$ cat config.mk
export PLATFORM = sky130hd
export DESIGN_NAME = hazard_sched_flat
export DESIGN_NICKNAME = d
export VERILOG_FILES = /design/src/rtl/hazard_sched_if.sv /design/src/rtl/hazard_sched.sv /design/src/flat_wrapper.sv
export SDC_FILE = /design/constraint.sdc
export NUM_CORES = 1
export LEC_CHECK = 0
export CORE_UTILIZATION = 30
export DETAILED_ROUTE_END_ITERATION = 6
export PLACE_DENSITY = 0.58
export SYNTH_ARGS = -nofsm -noshare
export SYNTH_HDL_FRONTEND = slang
export SYNTH_SLANG_ARGS = --single-unit
$ cat constraint.sdc
create_clock -name CLK -period 4.2 [get_ports CLK]
set_input_delay 0.42 -clock CLK [delete_from_list [all_inputs] [get_ports CLK]]
set_output_delay 0.42 -clock CLK [all_outputs]
set_load 0.03 [all_outputs]
$ cat src/rtl/hazard_sched_if.sv
// -----------------------------------------------------------------------------
// hazard_sched_if
// Bundles the pipeline-side signals of the hazard scheduler.
//   Hazard inputs : rs1D, rs2D, use_rs1D, use_rs2D, rdE, mem_readE,
//                   redirectE, mem_reqM
//   Controls      : stallF, stallD, flushD, bubbleE, holdE, holdM, mem_ack
//   Debug / perf  : stall_cycles (CNT_W bits), state (2 bits)
// Modports: master = pipeline side (drives hazards, receives controls),
//           slave  = scheduler side.
// -----------------------------------------------------------------------------
interface hazard_sched_if #(
    parameter int CNT_W = 16
);
    logic [4:0]       rs1D;
    logic [4:0]       rs2D;
    logic             use_rs1D;
    logic             use_rs2D;
    logic [4:0]       rdE;
    logic             mem_readE;
    logic             redirectE;
    logic             mem_reqM;
    logic             stallF;
    logic             stallD;
    logic             flushD;
    logic             bubbleE;
    logic             holdE;
    logic             holdM;
    logic             mem_ack;
    logic [CNT_W-1:0] stall_cycles;
    logic [1:0]       state;

    modport master (
        output rs1D, rs2D, use_rs1D, use_rs2D, rdE, mem_readE, redirectE, mem_reqM,
        input  stallF, stallD, flushD, bubbleE, holdE, holdM, mem_ack, stall_cycles, state
    );

    modport slave (
        input  rs1D, rs2D, use_rs1D, use_rs2D, rdE, mem_readE, redirectE, mem_reqM,
        output stallF, stallD, flushD, bubbleE, holdE, holdM, mem_ack, stall_cycles, state
    );
endinterface

$ cat src/rtl/hazard_sched.sv
// -----------------------------------------------------------------------------
// hazard_sched
// Hazard scheduler for the 5-stage RV32I pipeline: produces hold/bubble/flush
// controls for load-use interlocks, E-stage redirects and multi-cycle data
// memory accesses in M, plus a saturating stall-cycle counter.
// Ports:
//   CLK   - clock, rising edge
//   NRST  - asynchronous active-low reset; forces all controls to 0
//   bus   - hazard_sched_if.slave: hazard inputs, controls, counter, state
// Parameters:
//   MEM_LAT - data memory latency in cycles (1..15)
//   CNT_W   - stall counter width
// -----------------------------------------------------------------------------
module hazard_sched #(
    parameter int MEM_LAT = 2,
    parameter int CNT_W   = 16
) (
    input  logic           CLK,
    input  logic           NRST,
    hazard_sched_if.slave  bus
);

    typedef enum logic [1:0] {
        ST_RUN   = 2'd0,
        ST_LDUSE = 2'd1,
        ST_MWAIT = 2'd2
    } state_t;

    localparam bit         MULTI_CYCLE = (MEM_LAT > 1);
    // Cycles still frozen after the first freeze cycle spent outside MWAIT.
    localparam logic [3:0] CNT_START   = MULTI_CYCLE ? 4'(MEM_LAT - 2) : 4'd0;

    state_t           state_q, state_d;
    logic [3:0]       cnt_q, cnt_d;
    logic [CNT_W-1:0] stall_q;

    logic lu_s;
    logic freeze_s;
    logic apply_s;
    logic lu_en_s;
    logic stallF_s, stallD_s, flushD_s, bubbleE_s, holdE_s, holdM_s, ack_s;

    // Load-use detection against the load currently in E.
    always_comb begin
        lu_s = bus.mem_readE & (bus.rdE != 5'd0) &
               ((bus.use_rs1D & (bus.rs1D == bus.rdE)) |
                (bus.use_rs2D & (bus.rs2D == bus.rdE)));
    end

    // Next-state and control decode; memory freeze outranks redirect outranks load-use.
    always_comb begin
        state_d   = state_q;
        cnt_d     = cnt_q;
        freeze_s  = 1'b0;
        apply_s   = 1'b0;
        lu_en_s   = 1'b0;
        ack_s     = 1'b0;
        stallF_s  = 1'b0;
        stallD_s  = 1'b0;
        flushD_s  = 1'b0;
        bubbleE_s = 1'b0;
        holdE_s   = 1'b0;
        holdM_s   = 1'b0;

        case (state_q)
            ST_MWAIT: begin
                if (cnt_q != 4'd0) begin
                    freeze_s = 1'b1;
                    cnt_d    = cnt_q - 4'd1;
                    state_d  = ST_MWAIT;
                end else begin
                    // Final access cycle: ack and resolve whatever was held back.
                    ack_s   = 1'b1;
                    apply_s = 1'b1;
                    lu_en_s = 1'b1;
                end
            end
            default: begin
                // RUN, LDUSE and the unused encoding all behave as RUN here.
                if (bus.mem_reqM && MULTI_CYCLE) begin
                    freeze_s = 1'b1;
                    cnt_d    = CNT_START;
                    state_d  = ST_MWAIT;
                end else begin
                    ack_s   = bus.mem_reqM;
                    apply_s = 1'b1;
                    // The load that caused LDUSE now sits in M and is forwarded.
                    lu_en_s = (state_q != ST_LDUSE);
                end
            end
        endcase

        if (freeze_s) begin
            stallF_s = 1'b1;
            stallD_s = 1'b1;
            holdE_s  = 1'b1;
            holdM_s  = 1'b1;
        end else if (apply_s) begin
            if (bus.redirectE) begin
                // D instruction is killed, so any load-use on it is moot.
                flushD_s  = 1'b1;
                bubbleE_s = 1'b1;
                state_d   = ST_RUN;
            end else if (lu_s && lu_en_s) begin
                stallF_s  = 1'b1;
                stallD_s  = 1'b1;
                bubbleE_s = 1'b1;
                state_d   = ST_LDUSE;
            end else begin
                state_d = ST_RUN;
            end
        end else begin
            state_d = state_q;
        end
    end

    // State, wait counter and saturating stall counter.
    always_ff @(posedge CLK or negedge NRST) begin
        if (!NRST) begin
            state_q <= ST_RUN;
            cnt_q   <= 4'd0;
            stall_q <= '0;
        end else begin
            state_q <= state_d;
            cnt_q   <= cnt_d;
            if (bus.stallF && (stall_q != {CNT_W{1'b1}})) begin
                stall_q <= stall_q + CNT_W'(1);
            end else begin
                stall_q <= stall_q;
            end
        end
    end

    // Controls are gated by NRST so they drop the moment reset asserts.
    assign bus.stallF       = stallF_s  & NRST;
    assign bus.stallD       = stallD_s  & NRST;
    assign bus.flushD       = flushD_s  & NRST;
    assign bus.bubbleE      = bubbleE_s & NRST;
    assign bus.holdE        = holdE_s   & NRST;
    assign bus.holdM        = holdM_s   & NRST;
    assign bus.mem_ack      = ack_s     & NRST;
    assign bus.stall_cycles = stall_q;
    assign bus.state        = state_q;

endmodule

$ cat src/flat_wrapper.sv
// flat-port wrapper written by rule: the top's interface ports become plain ports
module hazard_sched_flat 
#(
    parameter int MEM_LAT = 2,
    parameter int CNT_W   = 16
)
  (CLK, NRST, bus_rs1D, bus_rs2D, bus_use_rs1D, bus_use_rs2D, bus_rdE, bus_mem_readE, bus_redirectE, bus_mem_reqM, bus_stallF, bus_stallD, bus_flushD, bus_bubbleE, bus_holdE, bus_holdM, bus_mem_ack, bus_stall_cycles, bus_state);
  hazard_sched_if #(.CNT_W(CNT_W)) bus_i ();
  input  logic CLK;
  input  logic NRST;
  input wire logic [$bits(bus_i.rs1D)-1:0] bus_rs1D;
  input wire logic [$bits(bus_i.rs2D)-1:0] bus_rs2D;
  input wire logic [$bits(bus_i.use_rs1D)-1:0] bus_use_rs1D;
  input wire logic [$bits(bus_i.use_rs2D)-1:0] bus_use_rs2D;
  input wire logic [$bits(bus_i.rdE)-1:0] bus_rdE;
  input wire logic [$bits(bus_i.mem_readE)-1:0] bus_mem_readE;
  input wire logic [$bits(bus_i.redirectE)-1:0] bus_redirectE;
  input wire logic [$bits(bus_i.mem_reqM)-1:0] bus_mem_reqM;
  output wire logic [$bits(bus_i.stallF)-1:0] bus_stallF;
  output wire logic [$bits(bus_i.stallD)-1:0] bus_stallD;
  output wire logic [$bits(bus_i.flushD)-1:0] bus_flushD;
  output wire logic [$bits(bus_i.bubbleE)-1:0] bus_bubbleE;
  output wire logic [$bits(bus_i.holdE)-1:0] bus_holdE;
  output wire logic [$bits(bus_i.holdM)-1:0] bus_holdM;
  output wire logic [$bits(bus_i.mem_ack)-1:0] bus_mem_ack;
  output wire logic [$bits(bus_i.stall_cycles)-1:0] bus_stall_cycles;
  output wire logic [$bits(bus_i.state)-1:0] bus_state;
  assign bus_i.rs1D = bus_rs1D;
  assign bus_i.rs2D = bus_rs2D;
  assign bus_i.use_rs1D = bus_use_rs1D;
  assign bus_i.use_rs2D = bus_use_rs2D;
  assign bus_i.rdE = bus_rdE;
  assign bus_i.mem_readE = bus_mem_readE;
  assign bus_i.redirectE = bus_redirectE;
  assign bus_i.mem_reqM = bus_mem_reqM;
  assign bus_stallF = bus_i.stallF;
  assign bus_stallD = bus_i.stallD;
  assign bus_flushD = bus_i.flushD;
  assign bus_bubbleE = bus_i.bubbleE;
  assign bus_holdE = bus_i.holdE;
  assign bus_holdM = bus_i.holdM;
  assign bus_mem_ack = bus_i.mem_ack;
  assign bus_stall_cycles = bus_i.stall_cycles;
  assign bus_state = bus_i.state;
  hazard_sched #(.MEM_LAT(MEM_LAT), .CNT_W(CNT_W)) u_core (.CLK(CLK), .NRST(NRST), .bus(bus_i));
endmodule
==> results.md <==
- Relative slew margins: 0.536
- Combinational Power Share: 0.466
- Post-cts sizing count: 0
- Placed Instances: between 200 and 250
- Period utilization: 0.720
- Core Area: 4000 sq um
- Initial Util: 0.310
- PortBufs: 46
- Top delay family on crit path: buffers and inverters
- Routability congestion estimate: between 0.7 and 0.8
- WHS Path Cells: 1
- Area added between synthesis and finish: 46.0%
- CTS Root Cell: clkbuf_8
- Count of hold buffers inserted by post-cts repair: 0
- Instance count on the critical path: 5
- Vias/cell: around 4.8
- Slew Limit Fails: 0
- Number of core rows: 23
- Ys Warns: 0
- Cell count after synthesis: 129
- Clock power share: 0.197
- Fin cells: 226
- Largest net degree at the start of global routing: 25
- Diodes inserted: 0
- CP Capture Type: primary output
- Synth Register Bits: 22
- Detailed-route wire length per cell: roughly 13 um
- Clk_skew: approximately 4.4 ps
- Yosys cell types: 30
- Slew @ Worst Pin: 695 ps
- Die area: 4400 sq um
- Grt ovf: 0
- RSZ-0062 raised after global routing: no
- I/O pins: 47
- Sw power: 0.000392 W
- PwrDens: 548 nW/um^2
- Post CTS Setup Buffer Count: 0
- Reg2reg path depth: 6
- Setup CP Type: input port to primary output
- Worst path slowest cell: clkdlybuf4s50_1
- Internal: 0.000600 W
- Mapped Nets: 153
- Die boundary width: 66.3 um
- Synth Area per Inst: 9.62 sq um
- Crit path buf inv count: 2
- Clock-pin slew on the worst setup and hold paths: 80 ps
- Vias in the first global route: 1072
- # nets final: 201
- Final wirelength: roughly 2.8 mm
- R2r setup slk: 1580 ps
- Clock Latency Late Sink: 260 ps
- TNS Setup: 0 ps
- Most used cell along the critical path: clkdlybuf4s50_1
- Initial antenna violation count: 0
- Max_cap viols: 0
- Pre-antenna DRT Iters: 4
- Critical path cell sequence: clkdlybuf4s50_1 -> or4_1 -> o221a_2 -> a31o_2 -> clkdlybuf4s50_1
- Sink Count: 22
- Post-synthesis sequential area ratio: 0.444
- Overall Global Routing Usage: 0.140
- First-pass GRT wire length: approximately 4.8 mm
- Worst-path maximum fanout: 4
- TritonCTS clock tree: yes
- Fmax: 0.331 GHz
- Initial DRC count: 45
- Antenna Violating Nets Remaining: 0
- Die H: 66.3 um
- Startpoint types: input port
- Outcome: finished, final reports clean
- Layout cells sized above 1: 0.0568
- Final Hold Vio Count: 0
- Total clock buffers created by CTS: 3
- Most common cell after layout, fill and taps aside: clkdlybuf4s50_1
- Min-delay worst type: flip-flop to flip-flop
- Sw Share: 0.395
- Slowest Stage Delay on Critical Path: 590 ps
- LEAKAGE: roughly 0.75 nW
- Htree depth: 1
- Flop pwr share: 0.338
- Peak supply drop: 0.392 mV
- Fill cells: approximately 380
- Minimum clock period: 3020 ps
- Worst path required time: between 3000 and 4000 ps
- Vias: 1091
- Clock buffer depth: 2
- Most frequent cells in the layout: clkdlybuf4s50_1, dfrtp_1, xnor2_1, xor2_1
- Arr. time, crit path: 2600 ps
- Setup violators final: 0
- Placed wire-length estimate: 2.12 mm
- Cell Area, Synth: ~1200 sq um
- Detailed-route DRC error count: 0
worst reg2reg max path, delay by kind of cell, from the launching register on:
kind / cells / cell delay (ps)
flip-flops: 1 / 410
AND/OR/NAND/NOR: 3 / 960
AO/OA/AOI/OAI: 1 / 550
adder cells (fa/ha/maj): 1 / 210
multiplexers: 1 / 380
area by class of cell:
cell class / count / area, sq um / area share
clock buffers: 3 / 41.3 / 0.0228
clock inverters: 1 / 30.0 / 0.0166
inverters: 9 / 33.8 / 0.0186
multi-input cells: 94 / 626 / 0.345
flip-flops and latches: 22 / 551 / 0.304
well taps: 50 / 62.6 / 0.0345
repair buffers: 47 / 468 / 0.258
power by group through the flow:
stage | Clock [W] | Combinational [W] | Sequential (W)
final | 0.000195 | 0.000462 | 0.000335
after detailed placement | 0 | 0.000464 | 0.000339
after global routing | 0.000213 | 0.000505 | 0.000346
after floorplan | 0 | 0.000234 | 0.000400
after global placement | 0 | 0.000461 | 0.000336
after CTS | 0.000206 | 0.000467 | 0.000335
kinds of logic (layout without fill, tap and decap cells):
family                   Yosys count  in the layout  share of synthesized area
buffers and inverters             13             60                     0.0524
XOR/XNOR                          26             26                      0.183
adder cells (fa/ha/maj)            2              2                     0.0202
AND/OR/NAND/NOR                   55             55                      0.237
AO/OA/AOI/OAI                     10             10                     0.0544
flip-flops                        22             22                      0.444
multiplexers                       1              1                    0.00907
through the flow:
stage	area, sq um	hold slack (ps)	power, W	worst slack, ps	util
2_1_floorplan	1240	124	0.000634	1770	-
3_3_place_gp	1740	487	0.000796	1190	0.435
3_5_place_dp	1740	481	0.000803	1170	0.435
4_1_cts	1810	501	0.00101	1160	0.453
5_1_grt	1810	532	0.00106	941	0.453
6_report	1810	498	0.000992	1180	0.453
cell usage after synthesis:
cell | number | area [sq um]
and3b_1 | 1 | 8.76
nand2b_1 | 1 | 6.26
nor3_2 | 1 | 10.0
nor3b_1 | 1 | 7.51
nor2b_1 | 4 | 25.0
nor3_1 | 9 | 45.0
o221a_2 | 1 | 11.3
buf_2 | 1 | 5.00
nand4bb_1 | 1 | 11.3
and3_1 | 2 | 12.5
xor2_1 | 10 | 87.6
nand4_1 | 5 | 31.3
nor4_1 | 4 | 25.0
ha_1 | 2 | 25.0
nand2_1 | 9 | 33.8
a21oi_1 | 1 | 5.00
a31o_2 | 1 | 8.76
buf_6 | 1 | 11.3
mux2_1 | 1 | 11.3
or4_1 | 1 | 7.51
o21ai_0 | 3 | 15.0
nor2_1 | 9 | 33.8
dfrtp_1 | 22 | 551
inv_1 | 9 | 33.8
or2_2 | 1 | 6.26
a21oi_2 | 1 | 8.76
o22ai_1 | 3 | 18.8
xnor2_1 | 16 | 140
nand3_1 | 6 | 30.0
buf_4 | 2 | 15.0
worst paths after layout:
check                                       startpoint                           to
max                                         bus_rdE[0]                   bus_stallD
min                        u_core.bus.stall_cycles[11]  u_core.bus.stall_cycles[11]
max reg2reg                 u_core.bus.stall_cycles[0]   u_core.bus.stall_cycles[1]
min reg2reg                u_core.bus.stall_cycles[11]  u_core.bus.stall_cycles[11]
max in group asynchronous                         NRST  u_core.bus.stall_cycles[14]
min in group asynchronous                         NRST   u_core.bus.stall_cycles[8]
layer usage:
layer,global-route usage,part of all wire
met5,0,0
met4,0.0160,0.0042
met3,0.0483,0.099
met2,0.232,0.43
met1,0.181,0.46
sequential cells by signal (all words and copies together) (netlist names):
name                     flops
u_core.bus.stall_cycles     16
u_core.cnt_q                 4
u_core.bus.state             2
Power figures use the tool's default switching activity.
